<file path="src/rtl/core_ctrl_pkg.sv">
// core_ctrl_pkg: shared types and constants for the core_ctrl sequencer.
//   state_e       - sequencer state encoding
//   dec_e         - result of classifying the instruction held in IR
//   OPC_*, F3_*   - opcode / funct3 values the sequencer recognises
//   ERR_*         - halt cause codes reported on err
//   classify()    - maps (opcode, funct3) to a dec_e
package core_ctrl_pkg;

    typedef enum logic [2:0] {
        ST_IDLE     = 3'd0,
        ST_FETCH    = 3'd1,
        ST_WAIT_RSP = 3'd2,
        ST_DECODE   = 3'd3,
        ST_EXEC     = 3'd4,
        ST_HALT     = 3'd5
    } state_e;

    typedef enum logic [1:0] {
        DEC_EXEC    = 2'd0,
        DEC_EBREAK  = 2'd1,
        DEC_ILLEGAL = 2'd2
    } dec_e;

    localparam logic [6:0] OPC_OP_IMM = 7'b0010011;
    localparam logic [6:0] OPC_SYSTEM = 7'b1110011;
    localparam logic [2:0] F3_EBREAK  = 3'b000;

    localparam logic [1:0] ERR_NONE    = 2'b00;
    localparam logic [1:0] ERR_ILLEGAL = 2'b01;
    localparam logic [1:0] ERR_TIMEOUT = 2'b10;

    // Only OP-IMM executes; SYSTEM/funct3=000 stops cleanly, all else is illegal.
    function automatic dec_e classify(input logic [6:0] opcode, input logic [2:0] funct3);
        dec_e res;
        case (opcode)
            OPC_OP_IMM: res = DEC_EXEC;
            OPC_SYSTEM: res = (funct3 == F3_EBREAK) ? DEC_EBREAK : DEC_ILLEGAL;
            default:    res = DEC_ILLEGAL;
        endcase
        return res;
    endfunction

endpackage

</file>
<file path="src/rtl/core_ctrl_if.sv">
// core_ctrl_if: instruction-fetch handshake between the sequencer and memory.
//   imem_req_valid - fetch request for the address on PC (sequencer -> memory)
//   imem_req_ready - memory accepts the request           (memory -> sequencer)
//   imem_rsp_valid - instruction word valid on datapath   (memory -> sequencer)
// Modports: master = sequencer side, slave = memory side.
interface core_ctrl_if;
    logic imem_req_valid;
    logic imem_req_ready;
    logic imem_rsp_valid;

    modport master (output imem_req_valid, input  imem_req_ready, input  imem_rsp_valid);
    modport slave  (input  imem_req_valid, output imem_req_ready, output imem_rsp_valid);
endinterface

</file>
<file path="src/rtl/core_ctrl_perf.sv">
// core_ctrl_perf: free-running performance counters, wrapping silently.
//   clk, rst     - clock, asynchronous active-low reset
//   retire       - one instruction completes this cycle
//   run          - sequencer is actively working (not IDLE, not HALT)
//   cycle_cnt    - number of run cycles since reset release
//   instret_cnt  - number of retired instructions
module core_ctrl_perf #(
    parameter int unsigned CNT_W = 32
) (
    input  logic             clk,
    input  logic             rst,
    input  logic             retire,
    input  logic             run,
    output logic [CNT_W-1:0] cycle_cnt,
    output logic [CNT_W-1:0] instret_cnt
);

    logic [CNT_W-1:0] cycle_cnt_q, cycle_cnt_d;
    logic [CNT_W-1:0] instret_cnt_q, instret_cnt_d;

    // Counter next values.
    always_comb begin
        cycle_cnt_d   = cycle_cnt_q;
        instret_cnt_d = instret_cnt_q;
        if (run) begin
            cycle_cnt_d = cycle_cnt_q + CNT_W'(1);
        end else begin
            cycle_cnt_d = cycle_cnt_q;
        end
        if (retire) begin
            instret_cnt_d = instret_cnt_q + CNT_W'(1);
        end else begin
            instret_cnt_d = instret_cnt_q;
        end
    end

    // Counter registers.
    always_ff @(posedge clk or negedge rst) begin
        if (!rst) begin
            cycle_cnt_q   <= {CNT_W{1'b0}};
            instret_cnt_q <= {CNT_W{1'b0}};
        end else begin
            cycle_cnt_q   <= cycle_cnt_d;
            instret_cnt_q <= instret_cnt_d;
        end
    end

    assign cycle_cnt   = cycle_cnt_q;
    assign instret_cnt = instret_cnt_q;

endmodule

</file>
<file path="src/rtl/core_ctrl.sv">
// core_ctrl: multi-cycle control sequencer for the RV32 datapath.
// Walks FETCH -> WAIT_RSP -> DECODE -> EXEC per instruction and gates IR load,
// PC advance and register-file write so each happens once per instruction.
// Stops in HALT on EBREAK, illegal opcode or fetch timeout.
//   clk, rst            - clock, asynchronous active-low reset
//   imem (master)       - fetch handshake (req_valid/req_ready/rsp_valid)
//   opcode, funct3      - fields of the instruction currently held in IR
//   ir_en, pc_en, rf_wen- datapath update strobes for this edge
//   halt, err           - sticky stop flag and its cause
//   cycle_cnt, instret_cnt - performance counters
// Build option: CORE_CTRL_PERF_EN enables the counters; without it they read 0.
module core_ctrl
    import core_ctrl_pkg::*;
#(
    parameter int unsigned TIMEOUT_CYCLES = 255,
    parameter int unsigned CNT_W          = 32
) (
    input  logic             clk,
    input  logic             rst,
    core_ctrl_if.master      imem,
    input  logic [6:0]       opcode,
    input  logic [2:0]       funct3,
    output logic             ir_en,
    output logic             pc_en,
    output logic             rf_wen,
    output logic             halt,
    output logic [1:0]       err,
    output logic [CNT_W-1:0] cycle_cnt,
    output logic [CNT_W-1:0] instret_cnt
);

    // The last WAIT_RSP cycle before giving up has a count of TIMEOUT_CYCLES-1.
    localparam logic [15:0] WAIT_LAST = 16'(TIMEOUT_CYCLES - 1);

    state_e      state_q, state_d;
    logic [15:0] wait_cnt_q, wait_cnt_d;
    logic        halt_q, halt_d;
    logic [1:0]  err_q, err_d;

    // State, timeout counter and halt-cause registers.
    always_ff @(posedge clk or negedge rst) begin
        if (!rst) begin
            state_q    <= ST_IDLE;
            wait_cnt_q <= 16'd0;
            halt_q     <= 1'b0;
            err_q      <= ERR_NONE;
        end else begin
            state_q    <= state_d;
            wait_cnt_q <= wait_cnt_d;
            halt_q     <= halt_d;
            err_q      <= err_d;
        end
    end

    // Next-state logic; halt/err are decided together with the HALT transition.
    always_comb begin
        state_d    = state_q;
        wait_cnt_d = wait_cnt_q;
        halt_d     = halt_q;
        err_d      = err_q;
        case (state_q)
            ST_IDLE: begin
                state_d = ST_FETCH;
            end
            ST_FETCH: begin
                if (imem.imem_req_ready) begin
                    state_d    = ST_WAIT_RSP;
                    wait_cnt_d = 16'd0;
                end else begin
                    state_d = ST_FETCH;
                end
            end
            ST_WAIT_RSP: begin
                // A response arriving on the limit cycle still wins.
                if (imem.imem_rsp_valid) begin
                    state_d = ST_DECODE;
                end else if (wait_cnt_q == WAIT_LAST) begin
                    state_d = ST_HALT;
                    halt_d  = 1'b1;
                    err_d   = ERR_TIMEOUT;
                end else begin
                    wait_cnt_d = wait_cnt_q + 16'd1;
                end
            end
            ST_DECODE: begin
                case (classify(opcode, funct3))
                    DEC_EXEC: begin
                        state_d = ST_EXEC;
                    end
                    DEC_EBREAK: begin
                        state_d = ST_HALT;
                        halt_d  = 1'b1;
                        err_d   = ERR_NONE;
                    end
                    default: begin
                        state_d = ST_HALT;
                        halt_d  = 1'b1;
                        err_d   = ERR_ILLEGAL;
                    end
                endcase
            end
            ST_EXEC: begin
                state_d = ST_FETCH;
            end
            ST_HALT: begin
                state_d = ST_HALT;
            end
            default: begin
                state_d = ST_IDLE;
            end
        endcase
    end

    // Output decode: Moore strobes, ir_en qualified by the response handshake.
    always_comb begin
        imem.imem_req_valid = 1'b0;
        ir_en               = 1'b0;
        pc_en               = 1'b0;
        rf_wen              = 1'b0;
        case (state_q)
            ST_FETCH: begin
                imem.imem_req_valid = 1'b1;
            end
            ST_WAIT_RSP: begin
                ir_en = imem.imem_rsp_valid;
            end
            ST_EXEC: begin
                pc_en  = 1'b1;
                rf_wen = 1'b1;
            end
            default: begin
                imem.imem_req_valid = 1'b0;
            end
        endcase
    end

    assign halt = halt_q;
    assign err  = err_q;

`ifdef CORE_CTRL_PERF_EN
    logic retire_s;
    logic run_s;

    assign retire_s = (state_q == ST_EXEC);
    assign run_s    = (state_q != ST_IDLE) && (state_q != ST_HALT);

    core_ctrl_perf #(
        .CNT_W(CNT_W)
    ) u_perf (
        .clk        (clk),
        .rst        (rst),
        .retire     (retire_s),
        .run        (run_s),
        .cycle_cnt  (cycle_cnt),
        .instret_cnt(instret_cnt)
    );
`else
    assign cycle_cnt   = {CNT_W{1'b0}};
    assign instret_cnt = {CNT_W{1'b0}};
`endif

endmodule

</file>
<file path="src/flat_wrapper.sv">
// flat-port wrapper written by rule: the top's interface ports become plain ports
module core_ctrl_flat import core_ctrl_pkg::*;
#(
    parameter int unsigned TIMEOUT_CYCLES = 255,
    parameter int unsigned CNT_W          = 32
)
  (clk, rst, opcode, funct3, ir_en, pc_en, rf_wen, halt, err, cycle_cnt, instret_cnt, imem_imem_req_valid, imem_imem_req_ready, imem_imem_rsp_valid);
  core_ctrl_if imem_i ();
  input  logic clk;
  input  logic rst;
  input  logic [6:0] opcode;
  input  logic [2:0] funct3;
  output logic ir_en;
  output logic pc_en;
  output logic rf_wen;
  output logic halt;
  output logic [1:0] err;
  output logic [CNT_W-1:0] cycle_cnt;
  output logic [CNT_W-1:0] instret_cnt;
  output wire logic [$bits(imem_i.imem_req_valid)-1:0] imem_imem_req_valid;
  input wire logic [$bits(imem_i.imem_req_ready)-1:0] imem_imem_req_ready;
  input wire logic [$bits(imem_i.imem_rsp_valid)-1:0] imem_imem_rsp_valid;
  assign imem_imem_req_valid = imem_i.imem_req_valid;
  assign imem_i.imem_req_ready = imem_imem_req_ready;
  assign imem_i.imem_rsp_valid = imem_imem_rsp_valid;
  core_ctrl #(.TIMEOUT_CYCLES(TIMEOUT_CYCLES), .CNT_W(CNT_W)) u_core (.clk(clk), .rst(rst), .imem(imem_i), .opcode(opcode), .funct3(funct3), .ir_en(ir_en), .pc_en(pc_en), .rf_wen(rf_wen), .halt(halt), .err(err), .cycle_cnt(cycle_cnt), .instret_cnt(instret_cnt));
endmodule
</file>
<file path="config.mk">
export PLATFORM = sky130hd
export DESIGN_NAME = core_ctrl_flat
export DESIGN_NICKNAME = d
export VERILOG_FILES = /design/src/rtl/core_ctrl_pkg.sv /design/src/rtl/core_ctrl_if.sv /design/src/rtl/core_ctrl_perf.sv /design/src/rtl/core_ctrl.sv /design/src/flat_wrapper.sv
export SDC_FILE = /design/constraint.sdc
export NUM_CORES = 1
export LEC_CHECK = 0
export ABC_AREA = 1
export CELL_PAD_IN_SITES_DETAIL_PLACEMENT = 2
export CELL_PAD_IN_SITES_GLOBAL_PLACEMENT = 2
export CORE_ASPECT_RATIO = 1.1
export CORE_MARGIN = 2
export CORE_UTILIZATION = 24
export CTS_CLUSTER_DIAMETER = 100
export DETAILED_ROUTE_END_ITERATION = 12
export PLACE_DENSITY_LB_ADDON = 0.08
export SLEW_MARGIN = 20
export SYNTH_ARGS = -nofsm -noshare
export SYNTH_HDL_FRONTEND = slang
export SYNTH_SLANG_ARGS = --single-unit
</file>
<file path="constraint.sdc">
create_clock -name clk -period 4.25 [get_ports clk]
set_input_delay 0.85 -clock clk [delete_from_list [all_inputs] [get_ports clk]]
set_output_delay 0.85 -clock clk [all_outputs]
set_load 0.01 [all_outputs]
</file>
==> impl_metrics.ini, run 1 <==
[status]
status = completed

[job]
maxCapViolCount = 0

[synth]
yosysWarningCount = 0
ys_types = 25
ys_ff_latch = 22
postSynthCellCount = 284
avgSynthCellArea_um2 = 7.02
synthFlopType = dfrtp_1
synth_area_um2 = 1990
synthArstFlopShare_pct = 100
synth-edff-count = 0
seq_area_frac_synth_pct = 27.6

[sta]
finalSetupViolations = 0
fin_crit_ns = 2.88
slew_headroom_pct = 54.9
setup_tns_ns = 0
whs_ns = 0.471
layout_setup_ws_ns = 1.37
rsz0062_at_grt = no
finalCritPeriodShare_pct = 67.8
finalClockSkew_ns = 0.00500
hold_viol_final = 0
finalMaxSlewViolations = 0
max_freq_ghz = 0.347
max_slew.worst_pin.slew_ns = 0.677

[route]
antenna_left = 0
initialDrtViolationCount = 22
routed_via_density = 3.91
drt_pass1_iterations = 2
via_count = 1606
wirelength_um = 4990
wire_per_inst_um = 12.1
drc = 0

[layout]
fin_area_um2 = 2090
n_fill_cell = 1035
drive_above_1_share_pct = 8.25
nNetsFinal = 321
layout_common_cells = 80 x nand2_1, 64 x conb_1, 35 x nor2_1
n_antenna_cell = 0
final_common_cell = nand2_1
area_delta_synth_final_pct = 5.08

[clock_tree]
cts_resized = 0
postCtsSetupRepairBufs = 0
clkTransAtPathRegs_ns = 0.09
clock_sinks = 22
clk_path_buf_depth = 2
clk_latency_ns = 0.27
cts-root-buf = clkbuf_8
cts_tree = done
numCtsBuffers = 3
ctsHoldBuffers = 0
ctsHtreeMaxLevel = 1

[worst_setup_path]
crit_top_cell = clkdlybuf4s50_1
reg2reg_depth = 9
crit_family = buffers and inverters
cp_max_fo = 3
path_buf_inv = 3
rrSetupSlack_ns = 2.35
timing.rr.end = u_core.wait_cnt_q[9]
crit_chain = clkdlybuf4s50_1 -> nand2_2 -> inv_1 -> clkdlybuf4s50_1
path_class = in2out
endpoint = ir_en
endpoint_kind = output port
cp_slowest_stage_delay_ns = 0.52
critical_path_arrival_ns = 2.03
worst_path_max_delay_cell = clkdlybuf4s50_1
regToRegStartpoint = u_core.wait_cnt_q[0]
required_ns = 3.40
cp-start-kind = input port
cp.depth = 4
crit_path_start = imem_imem_rsp_valid

[floorplanning]
initial_core_util_pct = 24.9
die_area_um2 = 9050
rows = 34
core_area_um2 = 8000
io_pins = 85
die_h_um = 99.6
die_x_um = 90.9

[placed_design]
globalplace.congestion = 0.717
hpwl_um = 4030
dp_slack_ns = 1.36
place_area_um2 = 2050
io_buffers = 20

[global_routing]
grt_pass1_vias = 1696
gr-total-overflow = 0
antenna_found_initial = 0
track_usage_pct = 11.5
grt_pass1_wl_um = 8450
grt_max_degree = 23

[pwr]
power_leakage_uw = 0.00104
ir_drop_mv = 0.105
power_density_nw_per_um2 = 360

[worst_hold_path]
hp-class = reg2reg
sequential cells by signal, indices dropped and copies added, names as in the netlist:
| register | count |
|---|---|
| u_core.wait_cnt_q | 16 |
| u_core.state_q | 3 |
| u_core.err | 2 |
| u_core.halt | 1 |
power breakdown:
group	internal, uW	switching (uW)	total [uW]
Clock	63.4	75.9	139
Sequential	230	25.2	255
Combinational	103	258	360
layout make-up:
| class | count | area [um^2] | share of cell area (%) |
|---|---|---|---|
| clock buffers | 3 | 41.3 | 1.97 |
| inverters | 18 | 67.6 | 3.23 |
| multi-input cells | 239 | 1090 | 52.2 |
| flip-flops and latches | 22 | 551 | 26.3 |
| well taps | 108 | 135 | 6.45 |
| repair buffers | 21 | 208 | 9.92 |
cell usage after synthesis, types with 2 or more instances:
cell type | instances | area, um^2
buf_4 | 66 | 495
dfrtp_1 | 22 | 551
ha_1 | 2 | 25.0
inv_1 | 15 | 56.3
inv_2 | 3 | 11.3
nand2_1 | 80 | 300
nand2_2 | 11 | 68.8
nand3_1 | 13 | 65.1
nand4_1 | 8 | 50.1
nor2_1 | 35 | 131
nor3_1 | 4 | 20.0
o21bai_1 | 5 | 37.5
or2_2 | 2 | 12.5
xor2_1 | 7 | 61.3
layer usage:
metal	track usage (%)	vias to the layer above	part of all wire, %
li1	-	787	-
met1	14.5	770	45
met2	21.4	47	50
met3	1.21	2	4.7
met4	2.45	0	0.46
met5	0	-	0
worst min-delay path by stage:
stage / slack, ns / from / cells past startpoint / to
global placement: 0.45 / u_core.halt / 1 / u_core.halt
CTS: 0.48 / u_core.halt / 1 / u_core.halt
detailed placement: 0.46 / u_core.halt / 1 / u_core.halt
global route: 0.51 / u_core.halt / 1 / u_core.halt
floorplan: 0.49 / u_core.wait_cnt_q[15] / 2 / u_core.wait_cnt_q[15]
finish: 0.47 / u_core.halt / 1 / u_core.halt
cells by family (layout without fill, tap and decap cells):
kind of cell | after synthesis | after routing | share of synthesized area, %
compound gates | 9 | 9 | 3.20
xor+xnor | 7 | 7 | 3.08
fa+ha+maj | 2 | 2 | 1.26
buf+inv | 86 | 42 | 29.4
flops | 22 | 22 | 27.6
other cells | 1 | 64 | 0.188
simple gates | 157 | 157 | 35.2
per-stage QoR:
step / cells / total power, uW / utilization (%)
after floorplan: 347 / 584 / -
after global placement: 408 / 625 / 25.7
after detailed placement: 408 / 633 / 25.7
after CTS: 411 / 778 / 26.2
after global routing: 411 / 826 / 26.2
final: 411 / 755 / 26.2
Note: power is estimated with default switching activity, not from simulation.
==> run 2: changes to the inputs <==
CORE_UTILIZATION = 22   (was 24)
clock period = 2.9 ns   (was 4.25 ns; I/O delays follow)
==> run 2 against run 1 <==
Clock-buffer cell count is the same. Non-clock buffer count grew 2. Worst hold slack gained 0.0024 ns. Highest routed layer unchanged.
==> impl_metrics.ini, run 2 (synthesized netlist as in run 1, its figures left out) <==
[sta]
finalMaxSlewViolations = 0
hold_viol_final = 0
finalSetupViolations = 0
finalClockSkew_ns = 0.00518
finalCritPeriodShare_pct = 80.5
max_freq_ghz = 0.428
fin_crit_ns = 2.34
setup_tns_ns = 0
rsz0062_at_grt = no

[global_routing]
use_met2_pct = 16.9
gr-total-overflow = 0
met1_usage_pct = 15.3
grt_pass1_vias = 1602
grt_pass1_wl_um = 8280
track_usage_pct = 10.8
grt_max_degree = 23
busiest_layer = met2
use_met3_pct = 1.60
antenna_found_initial = 0

[floorplanning]
die_x_um = 94.8
core_area_um2 = 8830
initial_core_util_pct = 22.6
rows = 36
die_area_um2 = 9840
io_pins = 85
die_h_um = 104

[worst_setup_path]
cp_slowest_stage_delay_ns = 0.52
cp_max_fo = 3
timing.rr.end = u_core.halt
critical_path_arrival_ns = 1.76
rrSetupSlack_ns = 1.14
crit_family = buffers and inverters
regToRegStartpoint = u_core.state_q[1]
cp-start-kind = input port
crit_chain = clkdlybuf4s50_1 -> nand2_2 -> inv_1 -> clkdlybuf4s50_1
endpoint_kind = output port
crit_path_start = imem_imem_rsp_valid
crit_top_cell = clkdlybuf4s50_1
worst_path_max_delay_cell = clkdlybuf4s50_1
path_buf_inv = 3
path_class = in2out
required_ns = 2.32
reg2reg_depth = 8

[clock_tree]
clkTransAtPathRegs_ns = 0.08
clock_sinks = 22
ctsHoldBuffers = 0
postCtsSetupRepairBufs = 0
clk_path_buf_depth = 2
ctsHtreeMaxLevel = 1
clk_latency_ns = 0.27
cts_resized = 0
cts-root-buf = clkbuf_8
cts_tree = done
numCtsBuffers = 3

[layout]
largest_reg_flops = 16
regArea_um2 = 551
area_delta_synth_final_pct = 6.21
multi_input_area_um2 = 1090
n_antenna_cell = 0
n_fill_cell = 1105
largest_register = u_core.wait_cnt_q
drive_above_1_share_pct = 8.85
nNetsFinal = 323
final_common_cell = nand2_1
layout_common_cells = 80 x nand2_1, 64 x conb_1, 35 x nor2_1
final_util_pct = 24.0

[route]
via_count = 1600
drt_pass1_iterations = 2
wirelength_um = 5110
routed_via_density = 3.82
drc = 0
antenna_left = 0
wire_per_inst_um = 12.2
initialDrtViolationCount = 27

[pwr]
power_density_nw_per_um2 = 533
ir_drop_mv = 0.178
power_leakage_uw = 0.00105

[worst_hold_path]
hold_path_depth = 1
whs_endpoint = u_core.halt
hp-class = reg2reg
min_from = u_core.halt

[placed_design]
globalplace.congestion = 0.708
io_buffers = 20
hpwl_um = 4010

[status]
status = completed

[job]
maxCapViolCount = 0
## run 2: power by group
part / switching, uW / total (uW) / internal [uW]
Combinational: 384 / 553 / 169
Clock: 108 / 201 / 92.9
Sequential: 38.4 / 375 / 337
## run 2: how the worst max path moves through the flow
| stage | end | cells past startpoint |
|---|---|---|
| finish | ir_en | 4 |
| global route | ir_en | 6 |
| CTS | ir_en | 4 |
| detailed placement | ir_en | 4 |
| global placement | ir_en | 4 |
| floorplan | rf_wen | 3 |
## run 2: worst reg2reg max path: cells and delay by family (launching register included)
kind | cells | cell delay (ns)
buffers and inverters | 3 | 0.53
DFF | 1 | 0.44
and+or+nand+nor | 5 | 0.68
## run 2: cell type report
type	instances	share of cell area (%)
Clock buffer	3	1.95
Multi-Input combinational cell	239	51.6
Tap cell	114	6.74
Timing Repair Buffer	23	10.5
Inverter	18	3.19
Sequential cell	22	26.0
## run 2: layer usage
metal / share of wire (%) / vias up / wire, um
met5: 0 / - / 0
met4: 0.57 / 0 / 29
met3: 5.6 / 2 / 287
met2: 47 / 47 / 2400
met1: 47 / 760 / 2390
li1: - / 791 / -
## run 2: through the flow
stage	hold WS, ns	setup slack [ns]	power, uW	instance area [um^2]	instances
3_5_place_dp	0.464	0.549	954	2080	416
2_1_floorplan	0.284	1.34	857	2230	347
4_1_cts	0.485	0.545	1170	2120	419
5_1_grt	0.514	0.483	1240	2120	419
6_report	0.474	0.564	1130	2120	419
3_3_place_gp	0.462	0.579	955	2080	416
